[config.mk]
export PLATFORM = sky130hd
export DESIGN_NAME = uart_rx_cfg_flat
export DESIGN_NICKNAME = d
export VERILOG_FILES = /design/src/rtl/uart_rx_cfg_if.sv /design/src/rtl/uart_rx_cfg.sv /design/src/flat_wrapper.sv
export SDC_FILE = /design/constraint.sdc
export NUM_CORES = 1
export LEC_CHECK = 0
export BUFFER_PORTS_ARGS = -buffer_cell sky130_fd_sc_hd__clkbuf_2
export CAP_MARGIN = 20
export CORE_ASPECT_RATIO = 1.2
export CORE_UTILIZATION = 55
export DETAILED_ROUTE_END_ITERATION = 12
export PLACE_DENSITY = 0.71
export SYNTH_ARGS = -nofsm -noshare
export SYNTH_HDL_FRONTEND = slang
export SYNTH_SLANG_ARGS = --single-unit
[constraint.sdc]
create_clock -name clk -period 5.4 [get_ports clk]
set_clock_uncertainty 0.15 [all_clocks]
set_input_delay 0.81 -clock clk [delete_from_list [all_inputs] [get_ports clk]]
set_output_delay 0.81 -clock clk [all_outputs]
set_load 0.1 [all_outputs]
[src/rtl/uart_rx_cfg_if.sv]
// Receiver-to-consumer handshake bundle for uart_rx_cfg.
// master: driven by the receiver (word, valid, status flags, overrun pulse),
//         samples rx_ready.
// slave : consumer side, drives rx_ready and samples everything else.
interface uart_rx_cfg_if #(
  parameter int unsigned DATA_BITS = 8
);
  logic [DATA_BITS-1:0] rx_data;
  logic                 rx_valid;
  logic                 rx_ready;
  logic                 frame_err;
  logic                 parity_err;
  logic                 break_det;
  logic                 overrun;

  modport master (
    output rx_data, rx_valid, frame_err, parity_err, break_det, overrun,
    input  rx_ready
  );

  modport slave (
    input  rx_data, rx_valid, frame_err, parity_err, break_det, overrun,
    output rx_ready
  );
endinterface

[src/rtl/uart_rx_cfg.sv]
// Parametrised UART receiver with input synchroniser, 3-sample majority vote,
// false-start rejection, valid/ready holding register and line status.
// Ports:
//   clk        - single clock, all logic on posedge
//   rst_n      - synchronous active-low reset
//   rxd        - asynchronous serial input, idle high
//   rx_enabled - 0 holds the receiver flushed, same as reset
//   rx         - master side of uart_rx_cfg_if: rx_data/rx_valid/status out,
//                rx_ready in; overrun is a one-cycle pulse per dropped frame
module uart_rx_cfg #(
  parameter int unsigned CLK_FREQUENCY = 1000000,
  parameter int unsigned BAUD_RATE     = 19200,
  parameter int unsigned DATA_BITS     = 8,
  parameter int unsigned PARITY        = 0,
  parameter int unsigned STOP_BITS     = 1
) (
  input  logic          clk,
  input  logic          rst_n,
  input  logic          rxd,
  input  logic          rx_enabled,
  uart_rx_cfg_if.master rx
);

  localparam int unsigned BAUDDIV = CLK_FREQUENCY / BAUD_RATE;
  localparam int unsigned MID     = BAUDDIV / 2;
  localparam int unsigned CW      = $clog2(BAUDDIV);

  localparam logic [CW-1:0] CNT_LAST  = CW'(BAUDDIV - 1);
  localparam logic [CW-1:0] CNT_MID   = CW'(MID - 1);
  localparam logic [3:0]    DATA_LAST = 4'(DATA_BITS - 1);
  localparam logic [3:0]    STOP_LAST = 4'(STOP_BITS - 1);

  typedef enum logic [2:0] {IDLE, START, DATA, PAR, STOP, BRKWAIT} state_t;

  state_t               state, state_n;
  logic                 clr;
  logic                 sync1, rxs;
  logic [2:0]           hist;
  logic                 vote;
  logic [CW-1:0]        cnt;
  logic [3:0]           bitcnt;
  logic [DATA_BITS-1:0] shreg;
  logic                 par_err_r, ferr_r, zero_r;
  logic                 tick, done, stop_bad, frame_zero;

  assign clr  = !rst_n || !rx_enabled;
  assign vote = (hist[0] & hist[1]) | (hist[0] & hist[2]) | (hist[1] & hist[2]);

  always_comb begin
    state_n    = state;
    tick       = 1'b0;
    done       = 1'b0;
    // Running flags including the sample being taken this cycle.
    stop_bad   = ferr_r | ~vote;
    frame_zero = zero_r & ~vote;
    case (state)
      IDLE: if (!rxs) state_n = START;
      START: begin
        tick = (cnt == CNT_MID);
        if (tick) state_n = vote ? IDLE : DATA;
      end
      DATA: begin
        tick = (cnt == CNT_LAST);
        if (tick && bitcnt == DATA_LAST) state_n = (PARITY != 0) ? PAR : STOP;
      end
      PAR: begin
        tick = (cnt == CNT_LAST);
        if (tick) state_n = STOP;
      end
      STOP: begin
        tick = (cnt == CNT_LAST);
        // Leave at the last stop sample rather than the bit end so the next
        // start edge is never missed.
        if (tick && bitcnt == STOP_LAST) begin
          done    = 1'b1;
          state_n = frame_zero ? BRKWAIT : IDLE;
        end
      end
      BRKWAIT: if (rxs) state_n = IDLE;
      default: state_n = IDLE;
    endcase
  end

  always_ff @(posedge clk) begin
    if (clr) begin
      sync1         <= 1'b1;
      rxs           <= 1'b1;
      hist          <= '1;
      state         <= IDLE;
      cnt           <= '0;
      bitcnt        <= '0;
      shreg         <= '0;
      par_err_r     <= 1'b0;
      ferr_r        <= 1'b0;
      zero_r        <= 1'b0;
      rx.rx_data    <= '0;
      rx.rx_valid   <= 1'b0;
      rx.frame_err  <= 1'b0;
      rx.parity_err <= 1'b0;
      rx.break_det  <= 1'b0;
      rx.overrun    <= 1'b0;
    end else begin
      sync1 <= rxd;
      rxs   <= sync1;
      hist  <= {hist[1:0], rxs};
      state <= state_n;

      if (state == IDLE || state == BRKWAIT || tick) cnt <= '0;
      else                                           cnt <= cnt + 1'b1;

      if (tick) bitcnt <= (state_n != state) ? '0 : bitcnt + 4'd1;

      if (state == START && tick) begin
        par_err_r <= 1'b0;
        ferr_r    <= 1'b0;
        zero_r    <= 1'b1;
      end
      if ((state == DATA || state == PAR || state == STOP) && tick)
        zero_r <= frame_zero;
      if (state == DATA && tick) shreg <= {vote, shreg[DATA_BITS-1:1]};
      if (state == PAR && tick)
        par_err_r <= ((^shreg) ^ vote) != (PARITY == 1);
      if (state == STOP && tick) ferr_r <= stop_bad;

      rx.overrun <= 1'b0;
      if (done) begin
        if (!rx.rx_valid || rx.rx_ready) begin
          rx.rx_data    <= shreg;
          rx.rx_valid   <= 1'b1;
          rx.frame_err  <= stop_bad;
          rx.parity_err <= par_err_r;
          rx.break_det  <= frame_zero;
        end else begin
          rx.overrun <= 1'b1;
        end
      end else if (rx.rx_valid && rx.rx_ready) begin
        rx.rx_valid <= 1'b0;
      end
    end
  end

endmodule

[src/flat_wrapper.sv]
// flat-port wrapper written by rule: the top's interface ports become plain ports
module uart_rx_cfg_flat 
#(
  parameter int unsigned CLK_FREQUENCY = 1000000,
  parameter int unsigned BAUD_RATE     = 19200,
  parameter int unsigned DATA_BITS     = 8,
  parameter int unsigned PARITY        = 0,
  parameter int unsigned STOP_BITS     = 1
)
  (clk, rst_n, rxd, rx_enabled, rx_rx_data, rx_rx_valid, rx_frame_err, rx_parity_err, rx_break_det, rx_overrun, rx_rx_ready);
  uart_rx_cfg_if #(.DATA_BITS(DATA_BITS)) rx_i ();
  input  logic clk;
  input  logic rst_n;
  input  logic rxd;
  input  logic rx_enabled;
  output wire logic [$bits(rx_i.rx_data)-1:0] rx_rx_data;
  output wire logic [$bits(rx_i.rx_valid)-1:0] rx_rx_valid;
  output wire logic [$bits(rx_i.frame_err)-1:0] rx_frame_err;
  output wire logic [$bits(rx_i.parity_err)-1:0] rx_parity_err;
  output wire logic [$bits(rx_i.break_det)-1:0] rx_break_det;
  output wire logic [$bits(rx_i.overrun)-1:0] rx_overrun;
  input wire logic [$bits(rx_i.rx_ready)-1:0] rx_rx_ready;
  assign rx_rx_data = rx_i.rx_data;
  assign rx_rx_valid = rx_i.rx_valid;
  assign rx_frame_err = rx_i.frame_err;
  assign rx_parity_err = rx_i.parity_err;
  assign rx_break_det = rx_i.break_det;
  assign rx_overrun = rx_i.overrun;
  assign rx_i.rx_ready = rx_rx_ready;
  uart_rx_cfg #(.CLK_FREQUENCY(CLK_FREQUENCY), .BAUD_RATE(BAUD_RATE), .DATA_BITS(DATA_BITS), .PARITY(PARITY), .STOP_BITS(STOP_BITS)) u_core (.clk(clk), .rst_n(rst_n), .rxd(rxd), .rx_enabled(rx_enabled), .rx(rx_i));
endmodule
==> results.sh <==
export IMPL_max_slew_margin_pct=38.62
export IMPL_tightestPinTransition_ns=0.9185
export IMPL_clk_latency_ns=0.29
export IMPL_vias_per_cell=5.720
export IMPL_hold_buffers=0
export IMPL_wire_per_inst_um=14.29
export IMPL_die_w_um=57.18
export IMPL_rsz0062_at_grt="no"
export IMPL_synthTopCellsByArea="dfxtp_1, mux2i_1, nor2_1"
export IMPL_core_area_um2=3425
export IMPL_fp_row_count=23
export IMPL_synthMostInstantiatedCell="dfxtp_1"
export IMPL_antenna_found_initial=0
export IMPL_status="completed"
export IMPL_holdWs_ns=0.2990
export IMPL_power_density_nw_per_um2=257.2
export IMPL_critPathRequiredTime_ns=5.46
export IMPL_portBuffers=17
export IMPL_total_leakage_power_nw=0.8240
export IMPL_reg2reg_to="u_core.rx.frame_err"
export IMPL_dp_hpwl_um=2765
export IMPL_async_flop_share_pct=0
export IMPL_layout_nets=232
export IMPL_finalPower_mw=0.5628
export IMPL_regArea_um2=840.8
export IMPL_pin_count=18
export IMPL_rrSetupSlack_ns=2.56
export IMPL_drt_initial_drc_count=58
export IMPL_reg2reg_depth=8
export IMPL_drive_above_1_share_pct=22.77
export IMPL_min_period_ns=2.841
export IMPL_numCtsBuffers=5
export IMPL_post_route_drc_count=0
export IMPL_track_usage_pct=22.31
export IMPL_yosys_warnings=0
export IMPL_synth_seq_cells=42
export IMPL_cp_data_arrival_time_ns=2.90
export IMPL_synth_edf_count=0
export IMPL_drtPass1Iterations=4
export IMPL_slew_violations=0
export IMPL_totalNegativeSetupSlack_ns=0
export IMPL_cts_tree="yes"
export IMPL_fin_crit_sh_pct=52.61
export IMPL_hold_violations=0
export IMPL_finalSetupViolations=0
export IMPL_grt_max_degree=32
export IMPL_cts_setup_buffers=0
export IMPL_synth_area_per_cell_um2=9.661
export IMPL_cts_resized=0
export IMPL_worstSetupStartpointType="register"
export IMPL_holdPathStages=1
export IMPL_synth_top_area_share_pct=41.84
export IMPL_synthFlopType="dfxtp_1"
export IMPL_grt_pass1_wl_um=6520
export IMPL_antenna_cells=0
export IMPL_synth_nets=217
export IMPL_crit_type="register to register"
export IMPL_cts_buffer_depth=2
export IMPL_num_fill_cells=292
export IMPL_cts_root_buf="clkbuf_8"
export IMPL_cp_endpoint="u_core.rx.frame_err"
export IMPL_multi_input_area_um2=1079
export IMPL_drv_cap=0
export IMPL_startpoint="u_core.bitcnt[0]"
export IMPL_path_max_fanout=12
export IMPL_start_util_pct=58.68
export IMPL_gp_congestion=0.9198
export IMPL_ys_types=52
export IMPL_utilization_pct=63.90
export IMPL_grt_overflow_total=0
export IMPL_netlist_area_um2=2009
export IMPL_wl_um=3730
export IMPL_htree_levels=2
export IMPL_clkTransAtPathRegs_ns=0.08
export IMPL_clock_sinks=42
export IMPL_min_path_type="register to register"
export IMPL_synth_cells=208
export IMPL_ir_worst_vdd_v=0.0001933
export IMPL_ys_seq_area_share_pct=41.84
export IMPL_synth_common_cells="dfxtp_1, nor2_1, mux2i_1, xnor2_1, a21oi_1"
export IMPL_r2r_start="u_core.bitcnt[0]"
export IMPL_vias=1493
export IMPL_die_h_um=68.21
export IMPL_grt_pass1_vias=1503
export IMPL_syn2layout_area_growth_pct=8.904
export IMPL_synth_largest_area_cell="dfxtp_1"
export IMPL_dieArea_um2=3900
export IMPL_ant_nets=0
export IMPL_end_kind="register"
export IMPL_fmax_mhz=352.0
[power breakdown]
part	leakage (nW)	switching (mW)	internal [mW]	total, mW
sequential	0.339	0.000612	0.310	0.311
combinational	0.434	0.00637	0.00355	0.00992
clock	0.0514	0.104	0.138	0.242
total	0.824	0.111	0.451	0.563
[metrics by stage]
step                area [um2]  setup WS (ns)  instances
global placement          2078          2.496        253
floorplan                 2009          2.999        208
detailed placement        2078          2.371        253
global route              2188          2.364        261
finish                    2188          2.559        261
CTS                       2188          2.525        261
[logic make-up after synthesis]
group,Yosys count,synth area share [%]
simple gates,82,23.79
flops,42,41.84
compound gates,30,11.15
mux,20,10.09
buf+inv,16,4.483
xor+xnor,13,5.666
fa+ha+maj,5,2.989
[how the worst min path moves through the flow]
stage	startpoint	end	slack [ns]
4_1_cts	u_core.sync1	u_core.rxs	0.31
2_1_floorplan	u_core.sync1	u_core.rxs	0.24
6_report	u_core.sync1	u_core.rxs	0.30
5_1_grt	u_core.sync1	u_core.rxs	0.31
3_3_place_gp	u_core.sync1	u_core.rxs	0.25
3_5_place_dp	u_core.sync1	u_core.rxs	0.29
[worst max-delay path, cell delays in order, from the launching register on]
cell	delay (ns)
dfxtp_1	0.37
inv_1	0.07
ha_1	0.13
or3b_1	0.40
nor3_1	0.44
nand3_1	0.67
a21oi_1	0.34
a21oi_1	0.07
nor2_1	0.12
[cell type report]
cell class              count  area share [%]
multi-input cells         150           49.29
clock buffers               6           3.316
inverters                   7           1.258
repair buffers             17           3.888
well taps                  37           2.115
clock inverters             2           1.715
flip-flops and latches     42           38.42
[placed cells by master, fill, tap and decap left out, types with 4 or more instances in the layout]
master	n
a21oi_1	9
clkbuf_2	17
clkbuf_8	5
dfxtp_1	42
ha_1	4
inv_1	6
mux2i_1	18
nand2_1	5
nand2b_1	4
nand4_1	4
nor2_1	32
nor3_1	7
or2_2	6
xnor2_1	10
[layer usage]
layer	part of all wire, %	global-route usage, %	vias up
li1	-	-	748
met1	42	24.00	704
met2	53	41.18	32
met3	2.4	3.403	9
met4	2.5	14.02	0
met5	0	0	-
[flip-flops by register name (all words and copies together), names as in the netlist, 3 cells and up]
name               flops
u_core.rx.rx_data      8
u_core.shreg           8
u_core.cnt             6
u_core.bitcnt          4
u_core.hist            3
u_core.state           3
(Power assumes the default switching activity.)
